===== config.mk =====
export PLATFORM = sky130hd
export DESIGN_NAME = ysyx_23060187_rf_wb_arbiter
export DESIGN_NICKNAME = d
export VERILOG_FILES = /design/src/rtl/ysyx_23060187_rf_wb_arbiter.sv
export SDC_FILE = /design/constraint.sdc
export NUM_CORES = 1
export LEC_CHECK = 0
export ABC_AREA = 0
export ABC_CLOCK_PERIOD_IN_PS = 1780
export CORE_MARGIN = 4
export CORE_UTILIZATION = 33
export DETAILED_ROUTE_END_ITERATION = 10
export GPL_TIMING_DRIVEN = 0
export PLACE_DENSITY_LB_ADDON = 0.2
export REMOVE_ABC_BUFFERS = 1
export SLEW_MARGIN = 20
export SYNTH_ARGS = -nofsm -noshare
export SYNTH_HDL_FRONTEND = slang
export SYNTH_SLANG_ARGS = --single-unit

===== constraint.sdc =====
create_clock -name clk -period 1.78 [get_ports clk]
set_input_delay 0.267 -clock clk [delete_from_list [all_inputs] [get_ports clk]]
set_output_delay 0.267 -clock clk [all_outputs]
set_load 0.03 [all_outputs]

===== src/rtl/ysyx_23060187_rf_wb_arbiter.sv =====
// Round-robin EXU/LSU writeback arbiter for the register-file write port; busy scoreboard and decode hazard flags.
// Latency: registered write 1 cycle after grant; write stage never stalls, losing requester waits (ready low).
// Option YSYX_23060187_RF_FWD_EN: forward the registered write to decode instead of stalling on it.
module ysyx_23060187_rf_wb_arbiter #(
  parameter int ADDR_WIDTH = 5,
  parameter int DATA_WIDTH = 32
) (
  input  logic                  clk,
  input  logic                  rst_n,
  input  logic                  wb0_valid,
  output logic                  wb0_ready,
  input  logic [ADDR_WIDTH-1:0] wb0_rd,
  input  logic [DATA_WIDTH-1:0] wb0_data,
  input  logic                  wb1_valid,
  output logic                  wb1_ready,
  input  logic [ADDR_WIDTH-1:0] wb1_rd,
  input  logic [DATA_WIDTH-1:0] wb1_data,
  input  logic                  iss_valid,
  output logic                  iss_ready,
  input  logic [ADDR_WIDTH-1:0] iss_rd,
  input  logic [ADDR_WIDTH-1:0] rs1,
  input  logic [ADDR_WIDTH-1:0] rs2,
  output logic                  rs1_busy,
  output logic                  rs2_busy,
  input  logic                  flush,
  output logic                  rf_wen,
  output logic [ADDR_WIDTH-1:0] rf_waddr,
  output logic [DATA_WIDTH-1:0] rf_wdata
`ifdef YSYX_23060187_RF_FWD_EN
  ,
  output logic                  rs1_fwd,
  output logic                  rs2_fwd,
  output logic [DATA_WIDTH-1:0] fwd_data
`endif
);

  localparam int NREG = 1 << ADDR_WIDTH;

  logic [NREG-1:0]       busy;
  logic [NREG-1:0]       busy_nxt;
  logic                  rr_last;
  logic                  grant0;
  logic                  grant1;
  logic                  hs;
  logic [ADDR_WIDTH-1:0] wb_rd;
  logic [DATA_WIDTH-1:0] wb_data;
  logic                  pend1;
  logic                  pend2;

  // rr_last names the port that won most recently; the other port wins a tie.
  assign grant0    = wb0_valid && (!wb1_valid || rr_last);
  assign grant1    = wb1_valid && (!wb0_valid || !rr_last);
  assign wb0_ready = grant0;
  assign wb1_ready = grant1;
  assign hs        = grant0 || grant1;
  assign wb_rd     = grant1 ? wb1_rd : wb0_rd;
  assign wb_data   = grant1 ? wb1_data : wb0_data;

  assign iss_ready = !busy[iss_rd] || (iss_rd == '0);

  always_comb begin
    busy_nxt = busy;
    if (flush) begin
      busy_nxt = '0;
    end else begin
      if (hs && (wb_rd != '0))
        busy_nxt[wb_rd] = 1'b0;
      if (iss_valid && iss_ready && (iss_rd != '0))
        busy_nxt[iss_rd] = 1'b1;
    end
    busy_nxt[0] = 1'b0;
  end

  always_ff @(posedge clk or negedge rst_n) begin
    if (!rst_n) begin
      busy     <= '0;
      rr_last  <= 1'b1;
      rf_wen   <= 1'b0;
      rf_waddr <= '0;
      rf_wdata <= '0;
    end else begin
      busy   <= busy_nxt;
      rf_wen <= hs && (wb_rd != '0);
      if (hs) begin
        rr_last  <= grant1;
        rf_waddr <= wb_rd;
        rf_wdata <= wb_data;
      end
    end
  end

  // A registered write is one cycle away from the register file; decode must not read stale data.
  assign pend1 = rf_wen && (rf_waddr == rs1) && (rs1 != '0);
  assign pend2 = rf_wen && (rf_waddr == rs2) && (rs2 != '0);

`ifdef YSYX_23060187_RF_FWD_EN
  assign rs1_busy = (rs1 != '0) && busy[rs1];
  assign rs2_busy = (rs2 != '0) && busy[rs2];
  assign rs1_fwd  = pend1;
  assign rs2_fwd  = pend2;
  assign fwd_data = rf_wdata;
`else
  assign rs1_busy = ((rs1 != '0) && busy[rs1]) || pend1;
  assign rs2_busy = ((rs2 != '0) && busy[rs2]) || pend2;
`endif

endmodule


== Yosys cells after proc, flatten, opt, wreduce, memory -nomap -nowiden ==
Cells that the tools add are included.
W data, S select, Z words.

* Bits in registers: 70
* Input bits: 95
* Logic and storage cells: 60

* $lt $le $gt $ge: 6
* Eq/ne operators: 2
* Mux-type cells: 16
* Bitwise gates (word level): 3
* Reduce and logical (&&, ||, !) cells: 28

{| class="wikitable"
|+ Operators with widths
! operator !! count
|-
| $mux W32 || 5
|-
| $and A32 B32 Y32 || 1
|-
| $not A32 Y32 || 1
|-
| $or A32 B32 Y32 || 1
|-
| $lt A5 B6 Y1 const B || 4
|-
| $reduce_bool A5 Y1 || 4
|-
| $bmux W1 S5 || 3
|-
| $logic_and A1 B1 Y1 || 13
|-
| $demux W1 S5 || 2
|-
| $eq A5 B5 Y1 || 2
|-
| $ge A5 B1 Y1 const B || 2
|-
| $logic_or A1 B1 Y1 || 6
|-
| $logic_not A5 Y1 || 1
|-
| $mux W1 || 5
|-
| $mux W5 || 1
|-
| $logic_not A1 Y1 || 4
|}

== Depth between registers and ports, before layout ==
* Depth in word-level cells: 15
* Depth in mapped cells: 9

== Worst setup path after synthesis ==
OpenSTA, ideal clock, no wires.

* Path kind: input-to-output
* From: input rs2[0]
* To: output rs2_busy
* Arrival time: 2,078 ps
* Data required time: 1,513 ps
* Path slack: -565 ps
* Cell stages on the path: 7
* Buffers on the path: 2
* Cells stage by stage: clkbuf_1 buf_4 xor2_1 nor3_1 and4_1 nor4_1 a311oi_1

* Longest elaborated chain between the ends: 4
* Elaborated cells on any way between the ends: 8

{| class="wikitable"
|+ Ends and longest elaborated chain
! item !! RTL line !! text
|-
| start: declaration || 22 || <nowiki>input logic [ADDR_WIDTH-1:0] rs2,</nowiki>
|-
| $bmux W1 S5 / $eq A5 B5 Y1 (equally long branches) || 104, 94 ||
|-
| $mux W1 (not written as such) / $logic_and A1 B1 Y1 (equally long branches) || 104, 94 ||
|-
| $logic_and A1 B1 Y1 (on tied branches) || 104, 94 ||
|-
| $logic_or A1 B1 Y1 * || 104 || <nowiki>assign rs2_busy = ((rs2 != '0) && busy[rs2]) || pend2;</nowiki>
|-
| end: declaration || 24 || <nowiki>output logic rs2_busy,</nowiki>
|}

Every way passes the cells marked *; elsewhere a longest branch is shown, timed or not. The select of a mux whose other input is x is not followed.

== Worst setup path after layout ==
* From: register busy[11]
* To: output rs1_busy

* Longest elaborated chain between the ends: 4

{| class="wikitable"
|+ Ends and longest elaborated chain
! item !! RTL line !! text
|-
| start: declaration || 39 || <nowiki>logic [NREG-1:0] busy;</nowiki>
|-
| start signal: assignment || 82 || <nowiki>busy <= busy_nxt;</nowiki>
|-
| $bmux W1 S5 || 103 || <nowiki>assign rs1_busy = ((rs1 != '0) && busy[rs1]) || pend1;</nowiki>
|-
| $mux W1 (not written as such) || 103 ||
|-
| $logic_and A1 B1 Y1 || 103 ||
|-
| $logic_or A1 B1 Y1 || 103 ||
|-
| end: declaration || 23 || <nowiki>output logic rs1_busy,</nowiki>
|}

Every way passes these cells. The select of a mux whose other input is x is not followed.

==> metrics.cfg <==
[run_status]
status = complete, but fails checks
violations = negative setup slack

[sta]
tightest_slew_ps = 518
postLayoutSetupSlackWorst_ps = -554
slew-limit-headroom = 0.654
drv_slew = 0
hold_viol = 0
final.setup_skew_ps = 5.57
final_period_minus_worst_setup_slack_ps = 2330
setup-tns-final_ps = -2020
fmax_ghz = 0.429
final_min_period_over_clock_period = 1.31
finalSetupViolations = 12
grt_setup_unrepaired = true

[job]
cap_violations = 0

[power]
leakagePower_nw = 2.84
p_int_w = 0.00346
net-switching-power_w = 0.00166
power.ir.vdd_worst_mv = 0.406
power_density_nw_per_um2 = 719
clock_power_share = 0.322
total_power_w = 0.00512
power.share.combinational = 0.322
seqPwrFrac = 0.355
power_switching_share = 0.325

[routing]
vias = 4761
avgRoutedWirePerCell_um = 20.0
finalWirelength_mm = 17.0
firstDrtPassIters = 5
detail_route.iter0.violations = 257
drtAntennaViolNets = 0
drc = 0
detail_route.vias_per_cell = 5.60

[yosys]
main_combinational_cell_family_by_area_after_synthesis = multiplexers
synth_xor_area_frac = 0.0186
synth_seq_cells = 70
synthesis.area_per_instance_sq_um = 9.09
number_of_distinct_standard_cells_referenced_by_the_synthesized_netlist = 52
number_of_flops_mapped_to_enable_cells_by_yosys = 0
synthArstFlopShare = 1.00
syn_area_sq_um = 4700
compound_gate_fraction_of_synth_area = 0.191
ys_seq_area_frac = 0.373
synth_ff_type = sky130_fd_sc_hd__dfrtp_1
adder_cell_fraction_of_synth_area = 0
ys.warnings.count = 0
postSynthCellCount = 517
synth_simple_gate_area_share = 0.175
yosys-mux-area-fraction = 0.196

[grt]
grt_start_max_net_pins = 51
groute.usage.overall = 0.205
grt_antenna_before_repair = 0
global_route.overflow_total = 0
number_of_global_route_vias_before_repair = 5026
grt_pass1_wl_mm = 26.2

[floorplanning]
core.rowCount = 43
io-pin-count = 138
initial_utilization = 0.337
die-height_um = 127
dieArea_sq_um = 16200
design.core.area_sq_um = 13900
die_w_um = 127

[clock_network]
cts_max_level = 3
cts_made_buffers = 9
cts_max_path_bufs = 2
clk_transition_reported_paths_ps = 60
clkLatencyLatePin_ps = 340
cts.root.buffer_cell = sky130_fd_sc_hd__clkbuf_16
tritoncts = built
cts.sinks = 70

[critical_path]
critPathCaptureType = primary output
cp_slowest_stage_delay_ps = 470
worst_ep_arrival_time_ps = 2070
slowest_stage = sky130_fd_sc_hd__mux4_2
worstPathMaxFanout = 4
cp_data_required_time_ps = 1510
critPathKind = flop to primary output
start_kind = flop
worstPathBufferInverterCount = 1
crit_chain = mux4_2, mux2_4, a2111oi_4, a211oi_2, buf_4
register_to_register_path_setup_slack_ps = -90
kind_of_cell_with_the_highest_combined_delay_on_the_critical_path = multiplexers

[placed_design]
buffer_ports.inserted = 137
hpwlAfterDp_mm = 11.2
gp_routability_congestion = 0.848

[cells_and_area]
final_nets = 760
num_antenna_cells = 0
synthToLayoutAreaGrowth_pct = 51.5
fraction_of_final_layout_cells_sized_beyond_drive_strength_1 = 0.251
final_core_util = 0.511

[min_path]
timing.hold.worst.class = input pin to async pin

-- worst paths after layout --
check,from,to,cells past startpoint
max,busy[11],rs1_busy,5
min,rst_n,rf_wdata[14],2
max reg2reg,busy[11],busy[26],5
min reg2reg,busy[22],busy[22],2
max in group asynchronous,rst_n,rf_waddr[1],3
min in group clk,iss_rd[3],busy[8],3
-- cell usage after synthesis, types with 6 or more instances --
cell / instances / area share
sky130_fd_sc_hd__buf_1: 6 / 0.0048
sky130_fd_sc_hd__buf_2: 7 / 0.0075
sky130_fd_sc_hd__clkbuf_1: 20 / 0.016
sky130_fd_sc_hd__dfrtp_1: 69 / 0.37
sky130_fd_sc_hd__inv_1: 12 / 0.0096
sky130_fd_sc_hd__mux2_2: 35 / 0.084
sky130_fd_sc_hd__mux2i_1: 30 / 0.064
sky130_fd_sc_hd__mux4_2: 9 / 0.043
sky130_fd_sc_hd__nand2_1: 37 / 0.030
sky130_fd_sc_hd__nand2b_1: 11 / 0.015
sky130_fd_sc_hd__nand3_1: 9 / 0.0096
sky130_fd_sc_hd__nor2_1: 81 / 0.065
sky130_fd_sc_hd__nor3_1: 13 / 0.014
sky130_fd_sc_hd__nor3b_1: 7 / 0.011
sky130_fd_sc_hd__o211ai_1: 29 / 0.046
sky130_fd_sc_hd__o21ai_0: 24 / 0.026
sky130_fd_sc_hd__o21ai_1: 9 / 0.0096
sky130_fd_sc_hd__o22ai_1: 35 / 0.047
sky130_fd_sc_hd__o31ai_1: 7 / 0.011
sky130_fd_sc_hd__xor2_1: 7 / 0.013
-- state kept, by name (all words and copies together) (netlist names) --
name	flops
rf_waddr	5
rf_wdata	32
busy	31
rf_wen	1
rr_last	1
-- layout by cell type (no fill, tap or decap), types with 11 or more instances in the layout --
cell / n
sky130_fd_sc_hd__buf_4: 33
sky130_fd_sc_hd__clkbuf_16: 11
sky130_fd_sc_hd__clkdlybuf4s50_1: 110
sky130_fd_sc_hd__dfrtp_1: 68
sky130_fd_sc_hd__mux2_2: 33
sky130_fd_sc_hd__mux2i_1: 26
sky130_fd_sc_hd__nand2_1: 30
sky130_fd_sc_hd__nor2_1: 81
sky130_fd_sc_hd__nor3_1: 13
sky130_fd_sc_hd__o211ai_1: 29
sky130_fd_sc_hd__o22ai_1: 35
-- stage by stage --
| stage | worst slack [ps] | hold WS [ps] | instance area, sq um | cells |
|---|---|---|---|---|
| 2_1_floorplan | -612 | -28.6 | 4530 | 480 |
| 3_3_place_gp | -3770 | 479 | 6130 | 797 |
| 3_5_place_dp | -2000 | 191 | 6170 | 799 |
| 4_1_cts | -567 | 368 | 6720 | 833 |
| 5_1_grt | -632 | 388 | 7120 | 850 |
| 6_report | -554 | 375 | 7120 | 850 |
-- routing by layer --
| metal | part of all wire | vias up | wire, um | track usage |
|---|---|---|---|---|
| li1 | - | 2224 | - | - |
| met4 | 0.023 | 0 | 396 | 0.0959 |
| met3 | 0.094 | 25 | 1600 | 0.0815 |
| met2 | 0.47 | 195 | 8000 | 0.317 |
| met5 | 0 | - | 0 | 0 |
| met1 | 0.41 | 2317 | 6960 | 0.251 |
-- power by group through the flow --
| stage | clock network [W] | logic (W) | registers (W) |
|---|---|---|---|
| global route | 0.00178 | 0.00177 | 0.00183 |
| global placement | 0 | 0.00143 | 0.00184 |
| CTS | 0.00168 | 0.00153 | 0.00182 |
| floorplan | 0 | 0.000470 | 0.00206 |
| finish | 0.00165 | 0.00165 | 0.00182 |
| detailed placement | 0 | 0.00145 | 0.00184 |
-- final cells by class --
type | count | area (sq um)
inverter | 13 | 61.3
clock inverter | 2 | 10.0
timing repair buffer | 171 | 1690
multi-input combinational | 399 | 3120
clock buffer | 14 | 254
timing repair inverter | 1 | 7.51
tap | 180 | 225
sequential | 70 | 1750
fill | 1306 | 6810
-- worst reg2reg max path: cells and delay by family (launching register included) --
family	cells	cell delay (ps)
compound gates	2	530
buf+inv	1	190
flops	1	410
mux	1	530
simple gates	1	140
-- cells by family (layout without fill, tap and decap cells) --
group,after synthesis,after routing
AND/OR/NAND/NOR,179,181
AO/OA/AOI/OAI,133,133
multiplexers,75,75
flip-flops,70,70
buffers and inverters,50,201
XOR/XNOR,10,10
-- what timing repair did --
action,in CTS,in global routing
gates cloned,2,3
resized for setup,100,71
buffers inserted,16,15
endpoints found under the setup margin,69,39
hold buffers,1,0
pin swaps,16,19
endpoints found under the hold margin,19,0
(Power assumes the default switching activity.)
